--- config.mk ---
export PLATFORM = sky130hd
export DESIGN_NAME = br_redirect_ctrl_flat
export DESIGN_NICKNAME = d
export VERILOG_FILES = /design/src/rtl/br_redirect_ctrl_if.sv /design/src/rtl/br_redirect_ctrl.sv /design/src/flat_wrapper.sv
export SDC_FILE = /design/constraint.sdc
export NUM_CORES = 1
export LEC_CHECK = 0
export BUFFER_PORTS_ARGS = -buffer_cell sky130_fd_sc_hd__buf_2
export CAP_MARGIN = 20
export CORE_ASPECT_RATIO = 1.25
export CORE_MARGIN = 1
export CORE_UTILIZATION = 30
export DETAILED_ROUTE_END_ITERATION = 10
export HOLD_SLACK_MARGIN = 0.06
export PLACE_DENSITY = 0.59
export SYNTH_ARGS = -nofsm -noshare
export SYNTH_HDL_FRONTEND = slang
export SYNTH_SLANG_ARGS = --single-unit
export TNS_END_PERCENT = 10
--- constraint.sdc ---
create_clock -name clk_in -period 3.97 [get_ports clk_in]
set_clock_uncertainty 0.05 [all_clocks]
set_input_delay 0.5955 -clock clk_in [delete_from_list [all_inputs] [get_ports clk_in]]
set_output_delay 0.5955 -clock clk_in [all_outputs]
set_load 0.05 [all_outputs]
--- src/rtl/br_redirect_ctrl_if.sv ---
// Branch-resolution bundle: EXE result in, fetch redirect / misalign exception out,
// plus trap override and statistics. master = redirect controller, slave = pipeline side.
interface br_redirect_ctrl_if #(
    parameter int PC_SZ  = 32,
    parameter int CNT_SZ = 16
);
    logic              exe_valid;
    logic [PC_SZ-1:0]  exe_br_pc;
    logic [PC_SZ-1:0]  exe_pred_pc;
    logic              exe_mis;
    logic              exe_ack;
    logic              trap_in;
    logic              fet_redir_valid;
    logic [PC_SZ-1:0]  fet_redir_pc;
    logic              fet_redir_ready;
    logic              flush;
    logic              exc_valid;
    logic [PC_SZ-1:0]  exc_tval;
    logic              exc_ack;
    logic [CNT_SZ-1:0] br_cnt;
    logic [CNT_SZ-1:0] mispred_cnt;

    modport master (
        input  exe_valid, exe_br_pc, exe_pred_pc, exe_mis, trap_in,
        input  fet_redir_ready, exc_ack,
        output exe_ack, fet_redir_valid, fet_redir_pc, flush,
        output exc_valid, exc_tval, br_cnt, mispred_cnt
    );

    modport slave (
        output exe_valid, exe_br_pc, exe_pred_pc, exe_mis, trap_in,
        output fet_redir_ready, exc_ack,
        input  exe_ack, fet_redir_valid, fet_redir_pc, flush,
        input  exc_valid, exc_tval, br_cnt, mispred_cnt
    );
endinterface

--- src/rtl/br_redirect_ctrl.sv ---
// Branch redirect controller: turns resolved EXE branches into a fetch redirect or a
// misaligned-target exception, with a one-cycle IF/ID flush and saturating statistics.
module br_redirect_ctrl #(
    parameter int PC_SZ  = 32,
    parameter int CNT_SZ = 16
) (
    input logic                clk_in,
    input logic                reset_in,
    br_redirect_ctrl_if.master bus
);

    typedef enum logic [1:0] {IDLE, REDIR, EXC} state_t;

    state_t            state_q, state_d;
    logic              redir_valid_q, redir_valid_d;
    logic [PC_SZ-1:0]  redir_pc_q, redir_pc_d;
    logic              flush_q, flush_d;
    logic              exc_valid_q, exc_valid_d;
    logic [PC_SZ-1:0]  exc_tval_q, exc_tval_d;
    logic [CNT_SZ-1:0] br_cnt_q, br_cnt_d;
    logic [CNT_SZ-1:0] mispred_cnt_q, mispred_cnt_d;
    logic              ack;
    logic              accept;

    function automatic logic [CNT_SZ-1:0] sat_inc(input logic [CNT_SZ-1:0] v);
        if (&v)
            return v;
        return v + CNT_SZ'(1);
    endfunction

    // Only IDLE takes new work, so an EXE result landing in the handshake cycle waits.
    assign ack    = (state_q == IDLE) && !bus.trap_in;
    assign accept = bus.exe_valid && ack;

    always_comb begin
        state_d       = state_q;
        redir_valid_d = redir_valid_q;
        redir_pc_d    = redir_pc_q;
        flush_d       = 1'b0;
        exc_valid_d   = exc_valid_q;
        exc_tval_d    = exc_tval_q;
        br_cnt_d      = br_cnt_q;
        mispred_cnt_d = mispred_cnt_q;

        if (bus.trap_in) begin
            state_d       = IDLE;
            redir_valid_d = 1'b0;
            exc_valid_d   = 1'b0;
        end else begin
            unique case (state_q)
                IDLE: begin
                    if (accept) begin
                        br_cnt_d = sat_inc(br_cnt_q);
                        // A misaligned target faults even if it was also mispredicted.
                        if (bus.exe_mis) begin
                            state_d     = EXC;
                            exc_valid_d = 1'b1;
                            exc_tval_d  = bus.exe_br_pc;
                            flush_d     = 1'b1;
                        end else if (bus.exe_br_pc != bus.exe_pred_pc) begin
                            state_d       = REDIR;
                            redir_valid_d = 1'b1;
                            redir_pc_d    = bus.exe_br_pc;
                            flush_d       = 1'b1;
                            mispred_cnt_d = sat_inc(mispred_cnt_q);
                        end
                    end
                end
                REDIR: begin
                    if (bus.fet_redir_ready) begin
                        state_d       = IDLE;
                        redir_valid_d = 1'b0;
                    end
                end
                EXC: begin
                    if (bus.exc_ack) begin
                        state_d     = IDLE;
                        exc_valid_d = 1'b0;
                    end
                end
                default: begin
                    state_d       = IDLE;
                    redir_valid_d = 1'b0;
                    exc_valid_d   = 1'b0;
                end
            endcase
        end
    end

    always_ff @(posedge clk_in or negedge reset_in) begin
        if (!reset_in) begin
            state_q       <= IDLE;
            redir_valid_q <= 1'b0;
            redir_pc_q    <= '0;
            flush_q       <= 1'b0;
            exc_valid_q   <= 1'b0;
            exc_tval_q    <= '0;
            br_cnt_q      <= '0;
            mispred_cnt_q <= '0;
        end else begin
            state_q       <= state_d;
            redir_valid_q <= redir_valid_d;
            redir_pc_q    <= redir_pc_d;
            flush_q       <= flush_d;
            exc_valid_q   <= exc_valid_d;
            exc_tval_q    <= exc_tval_d;
            br_cnt_q      <= br_cnt_d;
            mispred_cnt_q <= mispred_cnt_d;
        end
    end

    assign bus.exe_ack         = ack;
    assign bus.fet_redir_valid = redir_valid_q;
    assign bus.fet_redir_pc    = redir_pc_q;
    assign bus.flush           = flush_q;
    assign bus.exc_valid       = exc_valid_q;
    assign bus.exc_tval        = exc_tval_q;
    assign bus.br_cnt          = br_cnt_q;
    assign bus.mispred_cnt     = mispred_cnt_q;

endmodule

--- src/flat_wrapper.sv ---
// flat-port wrapper written by rule: the top's interface ports become plain ports
module br_redirect_ctrl_flat 
#(
    parameter int PC_SZ  = 32,
    parameter int CNT_SZ = 16
)
  (clk_in, reset_in, bus_exe_valid, bus_exe_br_pc, bus_exe_pred_pc, bus_exe_mis, bus_trap_in, bus_fet_redir_ready, bus_exc_ack, bus_exe_ack, bus_fet_redir_valid, bus_fet_redir_pc, bus_flush, bus_exc_valid, bus_exc_tval, bus_br_cnt, bus_mispred_cnt);
  br_redirect_ctrl_if #(.PC_SZ(PC_SZ), .CNT_SZ(CNT_SZ)) bus_i ();
  input logic clk_in;
  input logic reset_in;
  input wire logic [$bits(bus_i.exe_valid)-1:0] bus_exe_valid;
  input wire logic [$bits(bus_i.exe_br_pc)-1:0] bus_exe_br_pc;
  input wire logic [$bits(bus_i.exe_pred_pc)-1:0] bus_exe_pred_pc;
  input wire logic [$bits(bus_i.exe_mis)-1:0] bus_exe_mis;
  input wire logic [$bits(bus_i.trap_in)-1:0] bus_trap_in;
  input wire logic [$bits(bus_i.fet_redir_ready)-1:0] bus_fet_redir_ready;
  input wire logic [$bits(bus_i.exc_ack)-1:0] bus_exc_ack;
  output wire logic [$bits(bus_i.exe_ack)-1:0] bus_exe_ack;
  output wire logic [$bits(bus_i.fet_redir_valid)-1:0] bus_fet_redir_valid;
  output wire logic [$bits(bus_i.fet_redir_pc)-1:0] bus_fet_redir_pc;
  output wire logic [$bits(bus_i.flush)-1:0] bus_flush;
  output wire logic [$bits(bus_i.exc_valid)-1:0] bus_exc_valid;
  output wire logic [$bits(bus_i.exc_tval)-1:0] bus_exc_tval;
  output wire logic [$bits(bus_i.br_cnt)-1:0] bus_br_cnt;
  output wire logic [$bits(bus_i.mispred_cnt)-1:0] bus_mispred_cnt;
  assign bus_i.exe_valid = bus_exe_valid;
  assign bus_i.exe_br_pc = bus_exe_br_pc;
  assign bus_i.exe_pred_pc = bus_exe_pred_pc;
  assign bus_i.exe_mis = bus_exe_mis;
  assign bus_i.trap_in = bus_trap_in;
  assign bus_i.fet_redir_ready = bus_fet_redir_ready;
  assign bus_i.exc_ack = bus_exc_ack;
  assign bus_exe_ack = bus_i.exe_ack;
  assign bus_fet_redir_valid = bus_i.fet_redir_valid;
  assign bus_fet_redir_pc = bus_i.fet_redir_pc;
  assign bus_flush = bus_i.flush;
  assign bus_exc_valid = bus_i.exc_valid;
  assign bus_exc_tval = bus_i.exc_tval;
  assign bus_br_cnt = bus_i.br_cnt;
  assign bus_mispred_cnt = bus_i.mispred_cnt;
  br_redirect_ctrl #(.PC_SZ(PC_SZ), .CNT_SZ(CNT_SZ)) u_core (.clk_in(clk_in), .reset_in(reset_in), .bus(bus_i));
endmodule
-- After elaboration in Yosys (flattened, before gate mapping)
Cells that the tools add are included.
- bits in registers: 101
- input port bits: 71
- logic and storage cells: 74
- $add $sub $neg: 2
- eq/ne operators: 14
- muxes and demuxes: 35
- bitwise operators: 2
- reduce and logical (&&, ||, !) cells: 13
- operators with widths (cell ; number):
    $add A16 B1 Y16 const B ; 2
    $mux W16 ; 2
    $ne A32 B32 Y1 ; 1
    $reduce_and A16 Y1 ; 2
    $mux W1 ; 24
    $reduce_and A4 Y1 ; 4
    $ne A3 B3 Y1 const B ; 5
    $mux W2 ; 6
    $reduce_and A5 Y1 ; 2
    $ne A2 B2 Y1 const B ; 4
    $pmux W1 S3 ; 2
    $pmux W2 S3 ; 1
    $reduce_and A6 Y1 ; 1
    $ne A4 B4 Y1 const B ; 1
    $ne A3 B2 Y1 const B ; 1
    $eq A2 B1 Y1 const B ; 1
    $eq A2 B2 Y1 const B ; 1
    $logic_and A1 B1 Y1 ; 2
    $logic_not A2 Y1 ; 1
    $not A1 Y1 ; 2
    $logic_not A1 Y1 ; 1

-- Logic depth before layout (Yosys ltp)
- depth in word-level cells: 9
- mapped depth: 9
- depth with buffers taken out: 7

-- Worst setup path after synthesis
Ideal clock, no wire load.
- path kind: input -> register
- start: input bus_trap_in
- end: register u_core.exc_tval_q[10], in the netlist u_core.bus.exc_tval[10]
- arrival: 2.896 ns
- data required time: 3.795 ns
- path slack: 0.899 ns
- cell stages on the path: 5
- buffers on the path: 2
- cells stage by stage: nor3_1 -> and4_1 -> clkbuf_1 -> buf_2 -> mux2_2
- word-level cells in the longest chain between the ends: 4
- elaborated cells on any way between the ends: 5
- RTL lines (item ; RTL line ; RTL):
    from (decl) ; flat_wrapper.sv:15 ; input wire logic [$bits(bus_i.trap_in)-1:0] bus_trap_in;
    $logic_not A1 Y1 ; br_redirect_ctrl.sv:32 ; assign ack = (state_q == IDLE) && !bus.trap_in;
    $logic_and A1 B1 Y1 ; br_redirect_ctrl.sv:32 ;
    $logic_and A1 B1 Y1 ; br_redirect_ctrl.sv:33 ; assign accept = bus.exe_valid && ack;
    $reduce_and A4 Y1 (no source line) * ; -- ;
    to (signal assigned) ; br_redirect_ctrl.sv:106 ; exc_tval_q <= exc_tval_d;
    to (decl) ; br_redirect_ctrl.sv:19 ; logic [PC_SZ-1:0] exc_tval_q, exc_tval_d;
Every way passes the cells marked *; elsewhere a longest branch is shown, timed or not.
A chain may end at the register's enable or synchronous reset.

-- Final worst setup path
- start: input bus_exe_br_pc[24]
- end: register u_core.redir_pc_q[28], in the netlist u_core.bus.fet_redir_pc[28]
- word-level cells in the longest chain between the ends: 2
- RTL lines (item ; RTL line ; RTL):
    from (decl) ; flat_wrapper.sv:12 ; input wire logic [$bits(bus_i.exe_br_pc)-1:0] bus_exe_br_pc;
    $ne A32 B32 Y1 ; br_redirect_ctrl.sv:60 ; end else if (bus.exe_br_pc != bus.exe_pred_pc) begin
    $reduce_and A5 Y1 (no source line) ; -- ;
    to (signal assigned) ; br_redirect_ctrl.sv:103 ; redir_pc_q <= redir_pc_d;
    to (decl) ; br_redirect_ctrl.sv:16 ; logic [PC_SZ-1:0] redir_pc_q, redir_pc_d;
No other way between the ends.

==> results.ini <==
[run_status]
outcome=complete, no violations

[synthesis]
synthTopCellsByCount=dfrtp_1 (101), xnor2_1 (46), mux2_2 (36), mux2_4 (30), nand2_1 (17)
ys.flop_type=dfrtp_1
synth_warnings=0
synth_top_cell_by_area=dfrtp_1
synthTopCellsByArea=dfrtp_1 (55%), mux2_4 (9.8%), mux2_2 (8.8%)
synth_edf_count=0
synthArstFlopShare_pct=100
ys_seq_area_share_pct=55.1
synthMuxAreaShare_pct=18.7
synth_fa_ha_area_share_pct=0.545
synth_top_family_by_area=multiplexers
synth_area_mm2=0.00459
yosys.area_share.simple_pct=10.3
synth_compound_area_share_pct=1.55
synth_fp_nets=410
yosysMostFrequentCell=dfrtp_1
syn_area_per_cell_um2=13.6
synth.ff_latch_count=101
syn_inst=337
synth_top_area_share_pct=55.1
synth_cell_types=34
synth_xor_area_share_pct=11.8

[grt]
grt_antenna_before_repair=0
grt_pass1_wl_mm=18.3
track_usage_pct=15.1
grt_max_degree=41
overflow=0
grt_pass1_vias=3484

[timing]
setup_viol=0
layout_worst_path_cycle_share_pct=68.5
rsz0062_at_grt=false
maxSlewViolCount=0
max_freq_mhz=367
timing.final.hold_violations=0
maxSlewHeadroom_pct=39.6
tightest_slew_ns=0.906
holdWs_ns=0.126
setup-tns-final_ns=0
period_needed_ns=2.72
setup_slack_ns=1.25

[place]
post-place-ws_ns=0.785
place_hpwl_mm=8.37
gp_congestion=0.780
dpl_cell_area_mm2=0.00564
io_buffers=170

[detailed_routing]
wl_per_cell_um=16.0
drc=0
drt_pre_antenna_iters=4
ant_nets=0
wirelength_mm=11.1
routed-via-count=3252
avgViaCountPerCell=4.66
drt_iter0_drc=55

[cells_and_area]
antenna_cells=0
finalInstanceArea_mm2=0.00593
fin_nets=584
syn2layout_area_growth_pct=29.2
drive_above_1_share_pct=50.8

[power_and_ir_drop]
cellPowerDensity_mw_per_mm2=691
p_leak_nw=2.97
irDropWorstVdd_v=0.000284
power_mw=4.10

[min_path]
hold_class=primary input to asynchronous set/reset pin

[flow_run]
maxCapViolations=0

[setup_path]
cpPeakStageDelay_ns=0.50
reg2reg_from=u_core.state_q[1]$_DFFE_PN0P_
startpoint_type=primary input
worst-endpoint-required_ns=4.15
crit_arrival_ns=2.90
r2r-end=u_core.bus.exc_tval[3]$_DFFE_PN0P_
reg2reg_slack_ns=1.74
rr_worst_depth=3
critPathMaxFanout=27
worstSetupPathType=primary input to register
path_cells=buf_2, xnor2_1, nand4_1, nor4_1, and2_1, buf_4, or3_2, buf_12, mux2_4
cp_slowest_cell=nor4_1
worstSetupEndpointType=register

[clock_tree]
clk_latency_ns=0.34
ctsLongestPathBuffers=2
cts_inserted_buffers=9
htree_levels=3
ctsResizeCount=0
post-cts-setup-buffers=0
clkSinkCount=101
cts_tree=yes
cts_hold_buffers=0
root_buffer=clkbuf_16
clkTransAtPathRegs_ns=0.07

[floorplanning]
start_util_pct=30.7
die_y_um=140
fp.dieW_um=113
io_pins=171
dieArea_mm2=0.0158
core_mm2=0.0150
fp-row-count=50

## registers in the layout, indices dropped and copies added, names as in the netlist
signal,count
u_core.bus.br_cnt,16
u_core.bus.flush,1
u_core.state_q,2
u_core.bus.exc_valid,1
u_core.bus.fet_redir_valid,1
u_core.bus.fet_redir_pc,32
u_core.bus.mispred_cnt,16
u_core.bus.exc_tval,32
## metrics by stage
step / std cells / utilization (%)
finish: 698 / 39.6
global placement: 682 / 37.7
detailed placement: 682 / 37.7
global route: 698 / 39.6
CTS: 698 / 39.6
floorplan: 337 / -
## report_power, final
group | switching (mW) | internal, mW
combinational | 1.26 | 0.503
clock | 0.387 | 0.462
sequential | 0.185 | 1.30
## kinds of logic (layout without fill, tap and decap cells)
family / Yosys count / after routing
adders and majority gates: 2 / 2
muxes: 66 / 66
buffers and inverters: 14 / 193
AOI/OAI and AO/OA: 10 / 10
DFF: 101 / 101
xor gates and xnor gates: 62 / 62
and+or+nand+nor: 82 / 82
## how the worst max path moves through the flow
stage | from | end | slack, ns
after floorplan | bus_trap_in | u_core.bus.exc_tval[10]$_DFFE_PN0P_ | 0.90
after global placement | bus_exe_br_pc[24] | u_core.bus.fet_redir_pc[30]$_DFFE_PN0P_ | 0.79
after detailed placement | bus_exe_br_pc[24] | u_core.bus.fet_redir_pc[11]$_DFFE_PN0P_ | 0.79
after CTS | bus_exe_br_pc[24] | u_core.bus.fet_redir_pc[1]$_DFFE_PN0P_ | 1.16
after global routing | bus_exe_br_pc[24] | u_core.bus.fet_redir_pc[28]$_DFFE_PN0P_ | 1.10
final | bus_exe_br_pc[24] | u_core.bus.fet_redir_pc[28]$_DFFE_PN0P_ | 1.25
## per-layer routing
layer	vias up	GRT usage (%)	routed length, um
li1	1537	-	-
met1	1613	17.5	4620
met2	82	26.7	5810
met3	20	2.21	352
met4	0	8.70	347
met5	-	0	0
## critical path: cells and delay by family
kind | cells | cell delay (ns)
and+or+nand+nor | 4 | 1.16
muxes | 1 | 0.32
xor gates and xnor gates | 1 | 0.19
buffers and inverters | 3 | 0.62
## final cells by class
cell class              instances  area [um2]
clock buffers                  12         256
clock inverters                 4        32.5
fillers                      1468        9030
inverters                       2        7.51
multi-input cells             222        1970
flip-flops and latches        101        2530
well taps                     182         228
repair buffers                175         903
## placed cells by master (no fill, tap or decap), types with 9 or more instances in the layout
cell type  synthesis  layout
buf_2              5     169
xnor2_1           46      46
xor2_1            16      16
mux2_4            30      30
nand3_1            9       9
nand4_1           14      14
mux2_2            36      36
dfrtp_1          101     101
nand2_1           17      17
clkbuf_16          0       9
Power figures use the tool's default switching activity.
